$ cat src/rtl/agc_pkg.sv
// Shared definitions for the AGC memory arbiter: ones'-complement constants,
// FSM state encoding, queue entry layout and the end-around-carry adder.
package agc_pkg;

  localparam int DW     = 15;
  localparam int MEM_AW = 12;
  localparam int CNT_AW = 10;

  localparam logic [DW-1:0] OC_PZERO = 15'h0000;
  localparam logic [DW-1:0] OC_MZERO = 15'h7FFF;
  localparam logic [DW-1:0] OC_PMAX  = 15'h3FFF;
  localparam logic [DW-1:0] OC_MMAX  = 15'h4000;
  localparam logic [DW-1:0] OC_PONE  = 15'h0001;
  localparam logic [DW-1:0] OC_MONE  = 15'h7FFE;

  typedef enum logic [1:0] {
    ST_IDLE = 2'd0,
    ST_CTRL = 2'd1,
    ST_CRD  = 2'd2,
    ST_CWR  = 2'd3
  } agc_state_e;

  typedef struct packed {
    logic              dir;
    logic [CNT_AW-1:0] addr;
  } cnt_req_t;

  typedef struct packed {
    agc_state_e  state;
    logic        fifo_empty;
    logic        fifo_full;
    logic [7:0]  starve_cnt;
  } agc_dbg_t;

  // 15-bit ones'-complement add: the carry out of bit 14 is folded back in.
  function automatic logic [DW-1:0] oc_add15(input logic [DW-1:0] a,
                                             input logic [DW-1:0] b);
    logic [DW:0] s;
    s = {1'b0, a} + {1'b0, b};
    return s[DW-1:0] + {{(DW-1){1'b0}}, s[DW]};
  endfunction

endpackage

$ cat src/rtl/cnt_fifo.sv
// Synchronous FIFO for posted counter increments; the ready flag is a register
// tracking next-cycle occupancy so producers see a glitch-free accept window.
module cnt_fifo #(
  parameter int DEPTH = 4,
  parameter int W     = 11
) (
  input  logic         clk,
  input  logic         rst_n,
  input  logic         push,
  input  logic [W-1:0] wdata,
  input  logic         pop,
  output logic [W-1:0] rdata,
  output logic         full,
  output logic         empty,
  output logic         ready
);

  localparam int            AW       = $clog2(DEPTH);
  localparam logic [AW:0]   FULL_CNT = (AW + 1)'(DEPTH);
  localparam logic [AW:0]   CNT_ONE  = (AW + 1)'(1);
  localparam logic [AW-1:0] PTR_ONE  = AW'(1);

  logic [W-1:0]  mem_q [DEPTH];
  logic [AW-1:0] wr_ptr_q, wr_ptr_d;
  logic [AW-1:0] rd_ptr_q, rd_ptr_d;
  logic [AW:0]   count_q, count_d;
  logic          ready_q, ready_d;
  logic          push_en, pop_en;

  always_comb begin
    push_en  = push & ready_q;
    pop_en   = pop & (count_q != '0);
    wr_ptr_d = wr_ptr_q;
    rd_ptr_d = rd_ptr_q;
    count_d  = count_q;
    if (push_en) wr_ptr_d = wr_ptr_q + PTR_ONE;
    if (pop_en)  rd_ptr_d = rd_ptr_q + PTR_ONE;
    case ({push_en, pop_en})
      2'b10:   count_d = count_q + CNT_ONE;
      2'b01:   count_d = count_q - CNT_ONE;
      default: count_d = count_q;
    endcase
    ready_d = (count_d != FULL_CNT);
  end

  always_ff @(posedge clk) begin
    if (!rst_n) begin
      wr_ptr_q <= '0;
      rd_ptr_q <= '0;
      count_q  <= '0;
      ready_q  <= 1'b1;
    end else begin
      wr_ptr_q <= wr_ptr_d;
      rd_ptr_q <= rd_ptr_d;
      count_q  <= count_d;
      ready_q  <= ready_d;
    end
  end

  // Storage needs no reset: occupancy alone decides what is valid.
  always_ff @(posedge clk) begin
    if (push_en) mem_q[wr_ptr_q] <= wdata;
  end

  assign rdata = mem_q[rd_ptr_q];
  assign full  = (count_q == FULL_CNT);
  assign empty = (count_q == '0);
  assign ready = ready_q;

endmodule

$ cat src/rtl/agc_mem_arbiter.sv
// Shares the AGC memory port between control-unit accesses and queued
// PINC/MINC counter increments, run as atomic read-modify-write pairs.
module agc_mem_arbiter
  import agc_pkg::*;
#(
  parameter int FIFO_DEPTH   = 4,
  parameter int STARVE_LIMIT = 8
) (
  input  logic              clk,
  input  logic              rst_n,
  input  logic              ctrl_req,
  input  logic              ctrl_we,
  input  logic [MEM_AW-1:0] ctrl_addr,
  input  logic [DW-1:0]     ctrl_wdata,
  output logic              ctrl_gnt,
  output logic [DW-1:0]     ctrl_rdata,
  input  logic              cnt_valid,
  input  logic              cnt_dir,
  input  logic [CNT_AW-1:0] cnt_addr,
  output logic              cnt_ready,
  output logic              cnt_ovf,
  output logic [CNT_AW-1:0] cnt_ovf_addr,
  output logic              mem_we,
  output logic [MEM_AW-1:0] mem_addr,
  output logic [DW-1:0]     mem_din,
  input  logic [DW-1:0]     mem_dout,
  output agc_dbg_t          dbg
);

  localparam logic [7:0] STARVE_MAX = 8'(STARVE_LIMIT);

  // Handshakes: a counter request transfers on a cycle where cnt_valid and
  // cnt_ready are both high; ctrl_req is held until the single-cycle ctrl_gnt,
  // and the access happens on exactly that grant cycle.

  agc_state_e        state_q, state_d;
  logic [7:0]        starve_q, starve_d;
  logic              ctrl_we_q, ctrl_we_d;
  logic [MEM_AW-1:0] ctrl_addr_q, ctrl_addr_d;
  logic [DW-1:0]     ctrl_wdata_q, ctrl_wdata_d;
  logic [DW-1:0]     cnt_val_q, cnt_val_d;

  cnt_req_t    push_req;
  cnt_req_t    head;
  logic        fifo_pop;
  logic        fifo_full;
  logic        fifo_empty;
  logic        starve_hit;
  logic        pinc;
  logic [DW-1:0] inc_sum;
  logic [DW-1:0] inc_res;
  logic        inc_wrap;

  assign push_req = '{dir: cnt_dir, addr: cnt_addr};

  cnt_fifo #(
    .DEPTH (FIFO_DEPTH),
    .W     ($bits(cnt_req_t))
  ) u_cnt_fifo (
    .clk   (clk),
    .rst_n (rst_n),
    .push  (cnt_valid),
    .wdata (push_req),
    .pop   (fifo_pop),
    .rdata (head),
    .full  (fifo_full),
    .empty (fifo_empty),
    .ready (cnt_ready)
  );

  // Counters are 14-bit magnitudes: crossing +max or -max is an overflow and
  // leaves the matching zero behind instead of flipping the sign.
  always_comb begin
    pinc     = ~head.dir;
    inc_sum  = oc_add15(cnt_val_q, pinc ? OC_PONE : OC_MONE);
    inc_wrap = pinc ? (~cnt_val_q[DW-1] & inc_sum[DW-1])
                    : (cnt_val_q[DW-1] & ~inc_sum[DW-1]);
    inc_res  = inc_sum;
    if (inc_wrap) inc_res = pinc ? OC_PZERO : OC_MZERO;
  end

  assign starve_hit = (starve_q >= STARVE_MAX);

  always_comb begin
    state_d      = state_q;
    starve_d     = starve_q;
    ctrl_we_d    = ctrl_we_q;
    ctrl_addr_d  = ctrl_addr_q;
    ctrl_wdata_d = ctrl_wdata_q;
    cnt_val_d    = cnt_val_q;
    fifo_pop     = 1'b0;
    ctrl_gnt     = 1'b0;
    ctrl_rdata   = '0;
    mem_we       = 1'b0;
    mem_addr     = '0;
    mem_din      = '0;
    cnt_ovf      = 1'b0;
    cnt_ovf_addr = '0;

    case (state_q)
      ST_IDLE: begin
        if (!fifo_empty && (!ctrl_req || starve_hit)) begin
          state_d = ST_CRD;
        end else if (ctrl_req) begin
          state_d      = ST_CTRL;
          ctrl_we_d    = ctrl_we;
          ctrl_addr_d  = ctrl_addr;
          ctrl_wdata_d = ctrl_wdata;
        end
      end
      ST_CTRL: begin
        ctrl_gnt = 1'b1;
        mem_we   = ctrl_we_q;
        mem_addr = ctrl_addr_q;
        mem_din  = ctrl_wdata_q;
        if (!ctrl_we_q) ctrl_rdata = mem_dout;
        state_d  = ST_IDLE;
      end
      ST_CRD: begin
        mem_addr  = {{(MEM_AW - CNT_AW){1'b0}}, head.addr};
        cnt_val_d = mem_dout;
        state_d   = ST_CWR;
      end
      ST_CWR: begin
        // Reset landing on this cycle must abandon the write and its ovf pulse.
        mem_we   = rst_n;
        mem_addr = {{(MEM_AW - CNT_AW){1'b0}}, head.addr};
        mem_din  = inc_res;
        fifo_pop = 1'b1;
        cnt_ovf  = inc_wrap & rst_n;
        if (cnt_ovf) cnt_ovf_addr = head.addr;
        state_d  = ST_IDLE;
      end
      default: state_d = ST_IDLE;
    endcase

    if (state_d == ST_CRD && state_q != ST_CRD) begin
      starve_d = '0;
    end else if (!fifo_empty && (state_q == ST_IDLE || state_q == ST_CTRL)
                 && !starve_hit) begin
      starve_d = starve_q + 8'd1;
    end
  end

  always_ff @(posedge clk) begin
    if (!rst_n) begin
      state_q      <= ST_IDLE;
      starve_q     <= '0;
      ctrl_we_q    <= 1'b0;
      ctrl_addr_q  <= '0;
      ctrl_wdata_q <= '0;
      cnt_val_q    <= '0;
    end else begin
      state_q      <= state_d;
      starve_q     <= starve_d;
      ctrl_we_q    <= ctrl_we_d;
      ctrl_addr_q  <= ctrl_addr_d;
      ctrl_wdata_q <= ctrl_wdata_d;
      cnt_val_q    <= cnt_val_d;
    end
  end

  always_comb begin
    dbg            = '0;
    dbg.state      = state_q;
    dbg.fifo_empty = fifo_empty;
    dbg.fifo_full  = fifo_full;
    dbg.starve_cnt = starve_q;
  end

endmodule

$ cat config.mk
export PLATFORM = sky130hd
export DESIGN_NAME = agc_mem_arbiter
export DESIGN_NICKNAME = d
export VERILOG_FILES = /design/src/rtl/agc_pkg.sv /design/src/rtl/cnt_fifo.sv /design/src/rtl/agc_mem_arbiter.sv
export SDC_FILE = /design/constraint.sdc
export NUM_CORES = 1
export LEC_CHECK = 0
export ABC_AREA = 1
export ABC_CLOCK_PERIOD_IN_PS = 5300
export BUFFER_PORTS_ARGS = -buffer_cell sky130_fd_sc_hd__buf_2
export CAP_MARGIN = 30
export CORE_MARGIN = 5
export CORE_UTILIZATION = 57
export CTS_BUF_LIST = sky130_fd_sc_hd__clkbuf_4
export CTS_CLUSTER_DIAMETER = 30
export DETAILED_ROUTE_END_ITERATION = 8
export GPL_TIMING_DRIVEN = 1
export PLACE_DENSITY = 0.89
export SYNTH_ARGS = -nofsm -noshare
export SYNTH_HDL_FRONTEND = slang
export SYNTH_SLANG_ARGS = --single-unit
$ cat constraint.sdc
create_clock -name clk -period 5.3 [get_ports clk]
set_input_delay 0.53 -clock clk [delete_from_list [all_inputs] [get_ports clk]]
set_output_delay 0.53 -clock clk [all_outputs]
set_load 0.02 [all_outputs]
=== Yosys cells after proc, flatten, opt, wreduce, memory -nomap -nowiden ===
Memory sizes are Yosys's and may differ from the RTL's. A register that Yosys moved wholly into a read port is not among the register bits.
Cells that the tools add are included.

* Flip-flop bits (word level): 61
* Bits in writable memories: 44
* Input port bits: 58
* Output and inout bits: 68
* Logic and storage cells: 75
* Memories: 1

* $add $sub $neg: 7
* $lt $le $gt $ge: 1
* Eq/ne operators: 9
* Muxes and demuxes: 22
* Bitwise gates (word level): 9
* Reduce and logical (&&, ||, !) cells: 16

{| class="wikitable"
|+ Memories
! memory !! words !! width !! read ports !! clocked after memory_dff !! write ports !! RTL line !! RTL
|-
| u_cnt_fifo.mem_q || 4 || 11 || 1 || 1 || 1 || cnt_fifo.sv:23 || <nowiki>logic [W-1:0] mem_q [DEPTH];</nowiki>
|}

{| class="wikitable"
|+ Operators by type and width
! cell !! count
|-
| $mux W15 || 5
|-
| $pmux W15 S2 || 1
|-
| $pmux W12 S2 || 1
|-
| $mux W10 || 2
|-
| $add A15 B15 Y16 || 1
|-
| $add A15 B1 Y15 || 1
|-
| $add A8 B1 Y8 const B || 1
|-
| $eq A2 B2 Y1 const B || 4
|-
| $ge A8 B4 Y1 const B || 1
|-
| $mux W2 || 4
|-
| $mux W1 || 6
|-
| $pmux W2 S3 || 1
|-
| $pmux W3 S2 || 1
|-
| $reduce_or A2 Y1 || 3
|-
| $and A1 B1 Y1 || 5
|-
| $add A2 B1 Y2 const B || 2
|-
| $eq A2 B1 Y1 const B || 2
|-
| $logic_and A1 B1 Y1 || 4
|-
| $not A1 Y1 || 4
|-
| $add A3 B1 Y3 const B || 1
|-
| $eq A3 B3 Y1 const B || 1
|-
| $logic_not A1 Y1 || 3
|-
| $logic_not A3 Y1 || 1
|-
| $ne A3 B3 Y1 const B || 1
|-
| 7 further kinds || 8
|}

=== Longest topological paths before layout ===
Gate-level depths: netlist of the first run.

* Word-level depth: 9
* Depth in mapped cells: 28
* Mapped depth without buffers: 27

=== Hierarchy ===
A second synthesis of the first run with hierarchy kept.

* Cells, all modules: 835
* Area, all modules: 6,032.0 um^2

{| class="wikitable"
|+ By module, submodules not included
! module !! instances !! cells an instance !! area each (um^2)
|-
| agc_mem_arbiter || 1 || 655 || 3,875.0
|-
| cnt_fifo || 1 || 180 || 2,157.1
|}

=== Least setup slack after synthesis of the first run ===
OpenSTA, ideal clock, no wires.

* Path kind: register to output
* Start: register (tool-made name)
* End: output port mem_din[14]
* Arrival time: 3.628 ns
* Path slack: 1.142 ns
* Cell stages (with the launch flop): 24
* Buffers on the path: 0
* Path through: dfxtp_1 inv_1 nand2_1 nand3_1 nand2_1 inv_1 ha_1 nand2_2 nor2_2 and2_1 nand2_1 nand2_1 a21oi_1 o21bai_1 ha_1 ha_1 inv_1 nor2_1 nand3_1 nor3_4 nand4_2 nand3_2 nand2_1 o21ai_0

{| class="wikitable"
|+ RTL lines
! element !! RTL line !! RTL
|-
| to (decl) || agc_mem_arbiter.sv:25 || <nowiki>output logic [DW-1:0] mem_din,</nowiki>
|}

==> results.toml, run 1 <==
[yosys]
synth-async-reset-ratio_pct = 0
syn-cell-area_um2 = 5900
ys.flop_type = "dfxtp_1"
yosysTopAreaCell = "edfxtp_1"
synth_nets = 884
ys_seq_area_share_pct = 43.7
synth_area_leaders = "edfxtp_1, dfxtp_1, nand2_1"
synth_cell_types = 32
syn_area_per_cell_um2 = 7.38
synth_top_area_share_pct = 22.4
ys_seq_elements = 107
synth_edf_count = 44
synth_cells = 800
synth_warnings = 0

[final_layout]
fillers = 834
final_cells = 1062
finalInstanceArea_um2 = 7050
drive_gt1_share_pct = 22.2
antenna_cells = 0
area_delta_synth_final_pct = 19.5
fin_nets = 1005
final_core_util_pct = 68.9

[clock_network]
cts_tree = "built"
clockBufferDepth = 2
root_buffer = "clkbuf_4"
clkSinkCount = 107
clock_latency_ps = 480
hold_buffers = 0
cts_made_buffers = 9
cts_max_level = 3
clk_pin_slew_ps = 190

[placement]
dp.cells = 1040
placed_area_um2 = 6650
dp_hpwl_um = 11100
io_buffers = 125
place.gp.congestion = 0.967

[timing]
period_needed_ps = 4970
skew_ps = 22.4
drv_slew = 0
setup_viol = 0
slew_headroom_pct = 34.2
max_freq_mhz = 201
hold_viol = 0
tightest_slew_ps = 983
fin_hold_ws_ps = 243
post-route-period-util_pct = 93.9

[routing]
ant_nets = 0
vias = 5729
drc_errors = 0
drtIter0Drc = 442
viasPerCell = 5.39
first_pass_iters = 5
wl_per_cell_um = 14.7
finalWirelength_um = 15600

[power]
p_int_mw = 1.27
pwr-share-clk_pct = 21.4
p_per_area_nw_per_um2 = 288
swShare_pct = 37.7
switchingPower_uw = 765
pwr-share-comb_pct = 31.1
p_total_mw = 2.03
power_leakage_nw = 3.45
vdd_drop_max_mv = 0.156
pwr-share-seq_pct = 47.5

[global_route]
overflow = 0
grt_pass1_wl_um = 24700
track_usage_pct = 23.8
grt_max_degree = 51
grt_pass1_vias = 5339
antenna_found_initial = 0

[worst_setup_path]
cp_data_required_time_ps = 4770
cp_data_arrival_time_ps = 4440
setup.worst_path.start_class = "flip-flop"
r2r_cells = 5
crit_path_end = "cnt_ovf_addr[9]"
r2r_end = "cnt_val_q[14]$_SDFFE_PN0P_"
worstPathMaxFanout = 15
r2r_setup_slack_ps = 2950
r2r_start = "state_q[1]$_SDFF_PN0_"
critPathKind = "flip-flop to primary output"
cp-end-kind = "primary output"

[die]
die_w_um = 112
dieArea_um2 = 12500
core_um2 = 10200
start_util_pct = 57.7
io-pin-count = 126
rows = 37
die_y_um = 112

[run_status]
status = "finished, final reports clean"

[flow_run]
drv_cap = 0

[worst_hold_path]
hp-class = "primary input to flip-flop"
-- synthesized netlist by cell type, drive strengths merged (5+ instances only) --
cell and n:
nand4 10, nand3 46, inv 82, edfxtp 44, ha 24, nand2 214, a32o 10, xnor2 5
nor2 148, a21oi 38, o21ai 61, clkbuf 23, nor3 7, xor2 7, buf 6, dfxtp 63
-- per-layer routing --
layer / routed length [um] / global-route usage [%]
met2: 7920 / 41.5
met3: 897 / 2.93
met5: 0 / 0
met1: 6380 / 30.0
met4: 393 / 9.16
-- sequential cells by signal, summed over array words and instances (netlist names), named ones only --
name and flops:
u_cnt_fifo.ready 1, u_cnt_fifo.rd_ptr_q 2, ctrl_wdata_q 15, u_cnt_fifo.wr_ptr_q 2
ctrl_addr_q 12, ctrl_we_q 1, starve_q 8, u_cnt_fifo.mem_q 44
cnt_val_q 15, state_q 2, u_cnt_fifo.count_q 3
-- layout make-up --
type / count / area [um^2] / share of cell area, %
Multi-Input combinational cell: 580 / 3050 / 43.3
Timing Repair Buffer: 138 / 766 / 10.9
Tap cell: 136 / 170 / 2.41
Clock buffer: 9 / 67.6 / 0.958
Sequential cell: 107 / 2590 / 36.7
Inverter: 85 / 325 / 4.61
Clock inverter: 7 / 86.3 / 1.22
-- worst max-delay path: stages, from the launching register on --
cell and delay (ps):
dfxtp_4 400, inv_1 70, nand2_1 70, nand3_1 100
nand2_2 130, clkinvlp_4 110, buf_12 170, ha_4 300
nand2_1 100, nor2_2 140, and2_1 150, nand2_1 70
nand2_1 90, a21oi_1 70, o21bai_1 130, ha_1 180
ha_1 180, inv_1 40, nor2_1 120, nand3_2 140
nor3_4 220, nand4_2 180, nand2_2 130, nand2_4 120
nand2_4 130, nand2_4 100, nor2_1 130, buf_2 170
-- cell families (layout without fill, tap and decap cells) --
family	count (synthesis)	after routing	share of synthesized area (%)
simple gates	430	431	30.4
buf+inv	114	239	7.78
compound gates	111	111	10.3
flops	107	107	43.7
fa+ha+maj	26	26	5.77
xor+xnor	12	12	2.03
-- layout by cell type (no fill, tap or decap), drive strengths merged, types with 3 or more instances in the layout --
cell,n
xnor2,5
nand2,215
ha,24
o21ai,61
inv,84
buf,138
nor2,148
nor3,7
edfxtp,44
nand4,10
dfxtp,63
a32o,10
and2,3
nand3,46
xor2,7
clkinv,7
a21oi,38
clkbuf,9
-- power groups by stage --
stage | logic [mW] | registers, mW | clock network, mW
floorplan | 0.418 | 0.972 | 0
global placement | 0.562 | 0.974 | 0
detailed placement | 0.581 | 0.977 | 0
CTS | 0.590 | 0.959 | 0.437
global route | 0.709 | 0.971 | 0.468
finish | 0.632 | 0.964 | 0.435
-- per-stage QoR --
| step | worst slack, ps | setup TNS, ps |
|---|---|---|
| after floorplan | 1140 | 0 |
| after global placement | 519 | 0 |
| after CTS | 32.0 | 0 |
| after global routing | -41.1 | -206 |
| after detailed placement | 263 | 0 |
| final | 326 | 0 |
-- worst min path at each step --
stage	from	endpoint	slack [ps]	cells past startpoint
2_1_floorplan	ctrl_addr_q[10]$_SDFFE_PN0P_	ctrl_addr_q[10]$_SDFFE_PN0P_	430	2
3_3_place_gp	starve_q[4]$_SDFFE_PP0P_	starve_q[4]$_SDFFE_PP0P_	430	2
5_1_grt	cnt_addr[7]	u_cnt_fifo.mem_q[0][7]$_DFFE_PP_	220	1
3_5_place_dp	starve_q[7]$_SDFFE_PP0P_	starve_q[7]$_SDFFE_PP0P_	450	2
4_1_cts	cnt_addr[1]	u_cnt_fifo.mem_q[0][1]$_DFFE_PP_	230	1
6_report	cnt_addr[5]	u_cnt_fifo.mem_q[1][5]$_DFFE_PP_	240	1
-- timing repair --
| item | 4_1_cts | 5_1_grt |
|---|---|---|
| gates resized for setup | 6 | 31 |
| pin swaps | 0 | 2 |
| endpoints found under the hold margin | 0 | 0 |
| setup buffers | 2 | 2 |
| cloned | 0 | 1 |
| setup endpoints to repair | 25 | 26 |
Power figures use the tool's default switching activity.
==> run 2: changes to the inputs <==
--- a/config.mk
+++ b/config.mk
@@ -5,7 +5,6 @@
 export SDC_FILE = /design/constraint.sdc
 export NUM_CORES = 1
 export LEC_CHECK = 0
-export ABC_AREA = 1
 export ABC_CLOCK_PERIOD_IN_PS = 5300
 export BUFFER_PORTS_ARGS = -buffer_cell sky130_fd_sc_hd__buf_2
 export CAP_MARGIN = 30
==> results.toml, run 2 <==
[global_route]
track_usage_pct = 26.6
grt_pass1_wl_um = 27500
overflow = 0
antenna_found_initial = 0
grt_max_degree = 57
grt_pass1_vias = 5634

[yosys]
synth_nets = 718
synth_cell_types = 69
synth_commonest_cells = "nand2_1, dfxtp_1, a21boi_0, edfxtp_1, and2_1"
synth_area_leaders = "edfxtp_1, dfxtp_1, nand2_1"
synth.most_common_cell = "nand2_1"
synth_compound_gate_area_share_pct = 18.0
synth_xor_area_share_pct = 3.74
ys_seq_area_share_pct = 42.2
yosys.area_share.adder_pct = 5.56
ys_seq_elements = 107
syn-cell-area_um2 = 6120
synth_cells = 634
synth_mux_area_share_pct = 5.07
synth_top_area_share_pct = 21.6
synth-async-reset-ratio_pct = 0
synth_edf_count = 44
yosys.area_share.simple_pct = 21.4
yosysTopAreaCell = "edfxtp_1"
synth_top_family_by_area = "simple AND/OR/NAND/NOR gates"
synth_warnings = 0
ys.flop_type = "dfxtp_1"
syn_area_per_cell_um2 = 9.65

[power]
p_int_mw = 1.32
swShare_pct = 34.2
pwr-share-comb_pct = 30.1
pwr-share-clk_pct = 22.9
p_per_area_nw_per_um2 = 253
switchingPower_uw = 683
vdd_drop_max_mv = 0.226
power_leakage_nw = 3.18
pwr-share-seq_pct = 47.0

[timing]
fin_setup_tns_ps = -6900
fin_hold_ws_ps = 244
timing.final.ws_setup_ps = -377
period_needed_ps = 5680
max_freq_mhz = 176
tightest_slew_ps = 895
setup_viol = 25
drv_slew = 0
hold_viol = 0
post-route-period-util_pct = 107
rsz0062_at_grt = "yes"
slew_headroom_pct = 40.4
skew_ps = 31.2

[die]
die_w_um = 114
rows = 37
core_um2 = 10400
die_y_um = 114
io-pin-count = 126
dieArea_um2 = 12900
start_util_pct = 58.7

[clock_network]
root_buffer = "clkbuf_4"
cts_max_level = 3
clockBufferDepth = 2
clkSinkCount = 107
clock_latency_ps = 480
hold_buffers = 0
clk_pin_slew_ps = 180
cts_tree = "built"
cts_made_buffers = 9

[routing]
drtIter0Drc = 561
viasPerCell = 5.98
drc_errors = 0
wl_per_cell_um = 19.2
first_pass_iters = 6
ant_nets = 0
vias = 5581
finalWirelength_um = 17900

[final_layout]
top_register = "u_cnt_fifo.mem_q"
fin_nets = 876
top_regs = "u_cnt_fifo.mem_q x44, cnt_val_q x15, ctrl_wdata_q x15"
drive_gt1_share_pct = 35.1
final_common_cell = "nand2_1"
largest_reg_flops = 44
final_cell_mix = "nand2_1, buf_2, dfxtp_1"
area_delta_synth_final_pct = 29.0
antenna_cells = 0

[worst_setup_path]
setup.worst_path.start_class = "flip-flop"
cp_data_arrival_time_ps = 5150
cp-end-kind = "primary output"
critPathKind = "flip-flop to primary output"
r2r_cells = 9
worstPathMaxFanout = 5
r2r_setup_slack_ps = 2090
cp_data_required_time_ps = 4770

[worst_hold_path]
hold_depth = 1
hp-class = "primary input to flip-flop"

[placement]
io_buffers = 125
dp_hpwl_um = 11400
place.gp.congestion = 0.920

[flow_run]
drv_cap = 0

[run_status]
violations = "setup timing"
status = "finished, violations left"
## run 2: what timing repair did
action / 4_1_cts / 5_1_grt
setup buffers: 22 / 8
setup endpoints to repair: 26 / 26
pin swaps: 20 / 24
gates cloned: 2 / 1
resized for setup: 69 / 43
## run 2: area by class of cell
type	instances	area [um^2]
Multi-Input combinational cell	477	3690
Sequential cell	107	2590
Fill cell	689	2520
Timing Repair Buffer	181	1220
Tap cell	136	170
Clock inverter	7	97.6
Clock buffer	9	67.6
Inverter	16	60.1
## run 2: worst paths after layout
kind                                           from                               end
hold reg to reg        ctrl_wdata_q[2]$_SDFFE_PN0P_      ctrl_wdata_q[2]$_SDFFE_PN0P_
setup reg to reg              state_q[0]$_SDFF_PN0_       u_cnt_fifo.ready$_SDFF_PN1_
hold / removal                          cnt_addr[2]  u_cnt_fifo.mem_q[0][2]$_DFFE_PP_
setup / recovery  u_cnt_fifo.mem_q[3][10]$_DFFE_PP_                       mem_din[11]
## run 2: logic make-up (layout without fill, tap and decap cells)
group / count (synthesis) / count (layout)
simple gates: 262 / 262
compound gates: 148 / 148
flops: 107 / 107
buf+inv: 51 / 213
fa+ha+maj: 26 / 26
xor+xnor: 24 / 24
mux: 16 / 17
## run 2: stage by stage
stage               area (um^2)  instances  worst slack [ps]  utilization, %  power [mW]
finish                     7890        933              -377            75.8        2.00
global route               7890        933              -531            75.8        2.09
CTS                        7640        923             -43.1            73.3        1.94
detailed placement         6900        883              -107            66.3        1.43
global placement           6900        882               109            66.2        1.41
floorplan                  6120        634               202               -        1.29
## run 2: per-layer routing
layer	up-vias	routed length (um)	track usage, %
met2	269	9430	47.2
met5	-	0	0
met4	0	612	11.9
met3	59	1240	5.52
li1	2574	-	-
met1	2679	6630	30.9
## run 2: power by group through the flow
stage | combinational, mW | sequential [mW] | clock (mW)
after global placement | 0.460 | 0.951 | 0
final | 0.601 | 0.940 | 0.458
after CTS | 0.544 | 0.939 | 0.460
after detailed placement | 0.480 | 0.954 | 0
after global routing | 0.648 | 0.945 | 0.498
after floorplan | 0.344 | 0.947 | 0
## run 2: worst max-delay path: stages, from the launching register on
cell and delay, ps:
edfxtp_1 450, buf_6 140, mux4_2 550, buf_6 170, ha_4 290, nand2_2 60
a21oi_4 150, o21ai_2 100, o21bai_2 160, a21o_1 150, a21o_1 140, ha_4 160
ha_4 150, nand2_4 50, buf_4 160, nor3_4 220, and4b_2 310, nand4_4 130
mux2i_4 390, clkbuf_16 220, o211ai_1 80, a32o_1 280, buf_2 160
